===== config.mk =====
export PLATFORM = sky130hd
export DESIGN_NAME = booth_mult_seq
export DESIGN_NICKNAME = d
export VERILOG_FILES = /design/src/rtl/booth_mult_seq.sv
export SDC_FILE = /design/constraint.sdc
export NUM_CORES = 1
export LEC_CHECK = 0
export CORE_MARGIN = 3
export CORE_UTILIZATION = 54
export DETAILED_ROUTE_END_ITERATION = 12
export PLACE_DENSITY = 0.82
export SLEW_MARGIN = 30
export SYNTH_ARGS = -nofsm -noshare
export SYNTH_HDL_FRONTEND = slang
export SYNTH_SLANG_ARGS = --single-unit
export TNS_END_PERCENT = 20

===== constraint.sdc =====
create_clock -name clk -period 2.9 [get_ports clk]
set_input_delay 0.29 -clock clk [delete_from_list [all_inputs] [get_ports clk]]
set_output_delay 0.29 -clock clk [all_outputs]
set_load 0.01 [all_outputs]

===== src/rtl/booth_mult_seq.sv =====
// Sequential radix-2 Booth multiplier, signed or unsigned per operation.
// Latency: the product is valid WIDTH+1 cycles after operand acceptance. Minimum issue interval is WIDTH+3 cycles.
// Backpressure: DONE holds the product until out_ready. in_ready is high only in IDLE.
module booth_mult_seq #(
  parameter int WIDTH = 8,
  parameter int CNT_W = $clog2(WIDTH + 2)
) (
  input  logic                 clk,
  input  logic                 rst,
  input  logic                 in_valid,
  output logic                 in_ready,
  input  logic [WIDTH-1:0]     a,
  input  logic [WIDTH-1:0]     b,
  input  logic                 is_signed,
  output logic                 out_valid,
  input  logic                 out_ready,
  output logic [2*WIDTH-1:0]   product,
  output logic                 busy
);

  // One guard bit lets signed and unsigned operands share the same signed datapath.
  localparam int XW = WIDTH + 1;

  typedef enum logic [1:0] {S_IDLE, S_RUN, S_DONE} state_t;

  state_t               r_state;
  logic [XW-1:0]        r_m;
  logic [XW-1:0]        r_hq;
  logic [XW-1:0]        r_lq;
  logic                 r_q1;
  logic [CNT_W-1:0]     r_cnt;
  logic                 r_in_ready;
  logic                 r_out_valid;
  logic                 r_busy;
  logic [2*WIDTH-1:0]   r_product;

  logic [XW-1:0]        w_a_ext;
  logic [XW-1:0]        w_b_ext;
  logic [XW-1:0]        w_sum;
  logic [XW-1:0]        w_hq_nxt;
  logic [XW-1:0]        w_lq_nxt;
  logic [2*WIDTH-1:0]   w_prod_nxt;

  assign w_a_ext = {is_signed & a[WIDTH-1], a};
  assign w_b_ext = {is_signed & b[WIDTH-1], b};

  // Booth recode of the current multiplier bit pair selects add, subtract or pass.
  always_comb begin
    w_sum = r_hq;
    case ({r_lq[0], r_q1})
      2'b01:   w_sum = r_hq + r_m;
      2'b10:   w_sum = r_hq - r_m;
      default: w_sum = r_hq;
    endcase
  end

  // The arithmetic right shift across {HQ,LQ} replicates the MSB of the freshly added HQ.
  assign w_hq_nxt   = {w_sum[XW-1], w_sum[XW-1:1]};
  assign w_lq_nxt   = {w_sum[0], r_lq[XW-1:1]};
  assign w_prod_nxt = {w_hq_nxt[WIDTH-2:0], w_lq_nxt};

  // Control FSM and datapath registers. The handshake outputs are registered with the state.
  always_ff @(posedge clk) begin
    if (rst) begin
      r_state     <= S_IDLE;
      r_m         <= '0;
      r_hq        <= '0;
      r_lq        <= '0;
      r_q1        <= 1'b0;
      r_cnt       <= '0;
      r_in_ready  <= 1'b1;
      r_out_valid <= 1'b0;
      r_busy      <= 1'b0;
      r_product   <= '0;
    end else begin
      case (r_state)
        S_IDLE: begin
          if (in_valid) begin
            r_m        <= w_a_ext;
            r_lq       <= w_b_ext;
            r_hq       <= '0;
            r_q1       <= 1'b0;
            r_cnt      <= CNT_W'(WIDTH + 1);
            r_state    <= S_RUN;
            r_in_ready <= 1'b0;
            r_busy     <= 1'b1;
          end
        end
        S_RUN: begin
          r_hq  <= w_hq_nxt;
          r_lq  <= w_lq_nxt;
          r_q1  <= r_lq[0];
          r_cnt <= r_cnt - CNT_W'(1);
          if (r_cnt == CNT_W'(1)) begin
            r_state     <= S_DONE;
            r_out_valid <= 1'b1;
            r_product   <= w_prod_nxt;
          end
        end
        S_DONE: begin
          // Operands presented in this cycle are not captured. IDLE takes them on the next edge.
          if (out_ready) begin
            r_state     <= S_IDLE;
            r_out_valid <= 1'b0;
            r_busy      <= 1'b0;
            r_in_ready  <= 1'b1;
          end
        end
        default: begin
          r_state     <= S_IDLE;
          r_in_ready  <= 1'b1;
          r_out_valid <= 1'b0;
          r_busy      <= 1'b0;
        end
      endcase
    end
  end

  assign in_ready  = r_in_ready;
  assign out_valid = r_out_valid;
  assign busy      = r_busy;
  assign product   = r_product;

endmodule


Word-level counts from Yosys, hierarchy flattened:

Cells that the tools add are included.

* magnitude comparators: 0
* divide/modulo/power cells: 0
* shifts and indexed selects: 0
* add/sub/neg operators: 3
* multiply operators: 0
* reduce and logical (&&, ||, !) cells: 8
* eq/ne operators: 8
* mux-type cells: 20
* bitwise operators: 4

Operators with widths (count)
* 9-bit one-hot mux with 2 select lines: 3
* 9-bit 2-to-1 mux: 2
* 9-bit adder: 1
* 1-bit one-hot mux with 3 select lines: 3
* 3-bit AND reduction: 3
* 9-bit subtractor: 1
* 4-bit one-hot mux with 2 select lines: 1
* 2-bit 2-to-1 mux: 3
* 2-bit != test (second input constant): 3
* 2-bit one-hot mux with 3 select lines: 1
* 2-bit AND reduction: 3
* 1-bit 2-to-1 mux: 5
* 2-bit by 1-bit == test with 1-bit output (second input constant): 2
* 2-bit == test (second input constant): 2
* 4-bit by 1-bit == test with 1-bit output (second input constant): 1
* 4-bit 2-to-1 mux: 1
* 4-bit by 1-bit subtractor with 4-bit output (second input constant): 1
* 1-bit bitwise AND: 2
* 2-bit zero test: 1
* 1-bit inverter: 2
* 1-bit one-hot mux with 2 select lines: 1
* 2-bit nonzero test: 1

* bits in latches: 0
* memory bits (writable): 0
* memories: 0
* output and inout port bits: 19
* word-level logic and storage cells: 53
* register bits: 53
* ROM bits: 0

Depth between registers and ports, before layout:

* depth in word-level cells: 3
* depth in mapped cells: 11

Worst setup path after synthesis:

No wires, ideal clock.

* kind: register to register
* start point: register r_lq[0]
* end point: register r_hq[4]
* data required time: 2.767 ns
* path slack: 0.438 ns
* arrival time: 2.329 ns
* path buffers: 1
* cell stages (with the launch flop): 10
* clock period less this slack: 2.462 ns
* cells stage by stage: dfxtp_1 -> ha_1 -> clkbuf_1 -> mux2i_1 -> ha_1 -> nor2b_1 -> o2111a_2 -> or4_4 -> nand3_1 -> a31oi_1

* word-level cells in the longest chain between the ends: 3
* elaborated cells on any way between the ends: 4

RTL lines
* start: declaration: line 29 `logic [XW-1:0] r_lq;`
* start signal: assignment: line 80 `r_lq <= w_b_ext;`
* start signal: assignment: line 91 `r_lq <= w_lq_nxt;`
* 2-bit == test / 2-bit by 1-bit == test with 1-bit output (equally long branches): line 50 `case ({r_lq[0], r_q1})`
* 9-bit one-hot mux with 2 select lines (*): line 50
* 9-bit one-hot mux with 2 select lines (*): line 76 `case (r_state)`
* end signal: assignment: line 90 `r_hq <= w_hq_nxt;`
* end: declaration: line 28 `logic [XW-1:0] r_hq;`

Every way passes the cells marked *; elsewhere a longest branch is shown, timed or not.
A chain may end at the register's enable or synchronous reset.

Worst setup path in the final report:

Ends and elaborated chain as after synthesis.

==> impl_metrics.tcl <==
set metrics [dict create \
    worst_slew_pin_slew_ns 0.795 \
    grt_start_max_net_pins 54 \
    grt_setup_unrepaired "no" \
    timing.fmax_mhz 394 \
    yosysUniqueCellTypes 43 \
    crit_fanout 8 \
    async_reset_ff_share_pct 0 \
    p_sw_share_pct 31.9 \
    antenna_left 0 \
    cts_setup_buffers 0 \
    cts-root-buf "clkbuf_8" \
    initial_core_util_pct 57.8 \
    insertion_delay_ns 0.30 \
    routed_wl_um 6020 \
    crit_slowest_cell "or4_4" \
    grt.overflow.total 0 \
    synthTopCellsByArea "dfxtp_1 (40%), a21oi_1 (9.0%), nand2_1 (7.9%)" \
    grt_pass1_vias 2151 \
    setup_viol 0 \
    comb_power_share_pct 28.8 \
    clkSinkCount 52 \
    synth_common_cells "nand2_1 (55), dfxtp_1 (52), a21oi_1 (47)" \
    fin_setup_tns_ns 0 \
    synth_edf_count 0 \
    fin_skew_ns 0.00582 \
    ioPinCount 40 \
    placed_cells 410 \
    arrival_ns 2.71 \
    hold_path_class "reg -> reg" \
    drv_slew 0 \
    place_congestion 0.896 \
    cts_buffers 5 \
    dr.pass1.iters 4 \
    required_ns 3.07 \
    rows 24 \
    n_antenna_cell 0 \
    ctsHtreeMaxLevel 2 \
    clkSlewWorstSetupHoldPaths_ns 0.09 \
    crit_chain "ha_1 -> mux2i_1 -> ha_1 -> nor2b_1 -> o2111a_2 -> or4_4 -> nand3_1 -> a31oi_1" \
    antenna_found_initial 0 \
    fin_crit_sh_pct 87.5 \
    ys_seq_elements 52 \
    die_area_um2 5730 \
    grt_pass1_wl_um 10300 \
    synth_nets 357 \
    p_int_w 0.00116 \
    synth_most_common_cell "nand2_1" \
    netlist_instances 323 \
    routed_via_density 5.66 \
    synth_area_um2 2620 \
    dpl-instance-area_um2 3020 \
    slew_headroom_pct 46.8 \
    p_seq_share_pct 47.0 \
    syn_avg_cell_area_um2 8.12 \
    critPathCaptureType "register" \
    die_h_um 75.7 \
    drcViolationCount 0 \
    yosys.area.top_type "dfxtp_1" \
    area.growth.synth_to_final_pct 18.4 \
    p_switching_w 0.000544 \
    power_leakage_nw 1.11 \
    grt_usage_pct 23.1 \
    yosysSeqAreaShare_pct 39.7 \
    outcome "completed" \
    hold_buffers 0 \
    crit_path_start_kind "register" \
    synthFlopType "dfxtp_1" \
    portBuffers 39 \
    layoutNonFillerInstCount 418 \
    vias 2366 \
    tritoncts "done" \
    nets 386 \
    ir_drop_v 0.000392 \
    crit_top_cell "ha_1" \
    powerDensity_nw_per_um2 548 \
    worstSetupPathType "reg -> reg" \
    synth_top_area_share_pct 39.7 \
    max_cap_viol_count 0 \
    post-dp-hpwl_um 4190 \
    detail_route.iter0.violations 214 \
    path_buf_inv 0 \
    drive_above_1_share_pct 4.25 \
    min_period_ns 2.54 \
    timing.final.hold_violations 0 \
    fp.dieW_um 75.7 \
    core_area_um2 4530 \
    cts_resized 0 \
    cpLargestDelayFamily "simple AND/OR/NAND/NOR gates" \
    synth_warnings 0 \
    crit_path_max_incr_delay_ns 0.52 \
    final_area_um2 3110 \
    power_frac_clock_pct 24.1 \
    max-clock-path-buffers 2 \
    routed_wire_length_per_instance_um 14.4 \
]
final timing paths:
path	startpoint	end	slack, ns	cells past startpoint
setup / recovery	r_lq[0]$_SDFFE_PP0P_	r_hq[4]$_SDFFE_PP0P_	0.36	8
hold / removal	product[2]$_SDFFE_PP0P_	product[2]$_SDFFE_PP0P_	0.46	2
setup reg to reg	r_lq[0]$_SDFFE_PP0P_	r_hq[4]$_SDFFE_PP0P_	0.36	8
hold reg to reg	product[2]$_SDFFE_PP0P_	product[2]$_SDFFE_PP0P_	0.46	2
cells in the final DEF (no fill, tap or decap), types with 4 or more instances in the layout:
cell / n
ha_1: 12
xnor2_1: 10
nand2_1: 55
a211oi_1: 6
mux2i_1: 5
a22oi_1: 8
dfxtp_1: 52
o21ai_0: 6
inv_1: 9
nor2_1: 25
nand3_1: 8
buf_4: 4
nand2b_1: 4
nor3_1: 9
a311oi_1: 4
clkbuf_8: 5
a31oi_1: 5
clkdlybuf4s50_1: 39
a21oi_1: 47
nor2b_1: 5
worst reg2reg max path: stages, from the launching register on:
cell and delay [ns]:
dfxtp_1 0.37, ha_1 0.32, mux2i_1 0.33, ha_1 0.28
nor2b_1 0.14, o2111a_2 0.27, or4_4 0.52, nand3_1 0.09
a31oi_1 0.09
power groups by stage:
stage          logic, W  clock network [W]  registers, W
3_3_place_gp   0.000477                  0      0.000814
4_1_cts        0.000490           0.000421      0.000800
2_1_floorplan  0.000367                  0      0.000810
3_5_place_dp   0.000485                  0      0.000816
6_report       0.000491           0.000411      0.000801
5_1_grt        0.000549           0.000454      0.000808
flip-flops by register name, indices dropped and copies added, names as in the netlist:
| signal | flops |
|---|---|
| r_lq | 9 |
| r_m | 9 |
| r_cnt | 4 |
| r_q1 | 1 |
| r_state | 2 |
| busy | 1 |
| in_ready | 1 |
| out_valid | 1 |
| r_hq | 8 |
| product | 16 |
cell type report:
| cell class | instances | area [um2] |
|---|---|---|
| multi-input combinational | 241 | 1440 |
| fill | 393 | 1430 |
| sequential | 52 | 1040 |
| timing repair buffer | 43 | 420 |
| tap | 65 | 81.3 |
| clock buffer | 7 | 76.3 |
| inverter | 9 | 33.8 |
| clock inverter | 1 | 8.76 |
routing by layer:
| layer | global-route usage, % | share of wire [%] | up-vias |
|---|---|---|---|
| met2 | 35.9 | 49 | 66 |
| met5 | 0 | 0 | - |
| met4 | 5.63 | 0.81 | 0 |
| met3 | 5.80 | 5.8 | 6 |
| li1 | - | - | 1192 |
| met1 | 32.4 | 44 | 1102 |
logic make-up (layout without fill, tap and decap cells):
family          Yosys count  count (layout)  synth area share, %
compound gates           94              94                 22.4
flops                    52              52                 39.7
buf+inv                  30              60                 5.25
xor+xnor                 11              11                 3.67
fa+ha+maj                13              13                 6.49
mux                       5               5                 1.91
simple gates            118             118                 20.6
per-stage QoR:
stage | hold WS, ns | total power, W | setup slack (ns) | util, %
finish | 0.460 | 0.00170 | 0.363 | 68.5
global route | 0.491 | 0.00181 | 0.176 | 68.5
CTS | 0.461 | 0.00171 | 0.354 | 68.5
detailed placement | 0.448 | 0.00130 | 0.375 | 66.6
global placement | 0.443 | 0.00129 | 0.413 | 66.6
floorplan | 0.426 | 0.00118 | 0.438 | -
No activity file was read; power rests on OpenSTA's default activity.
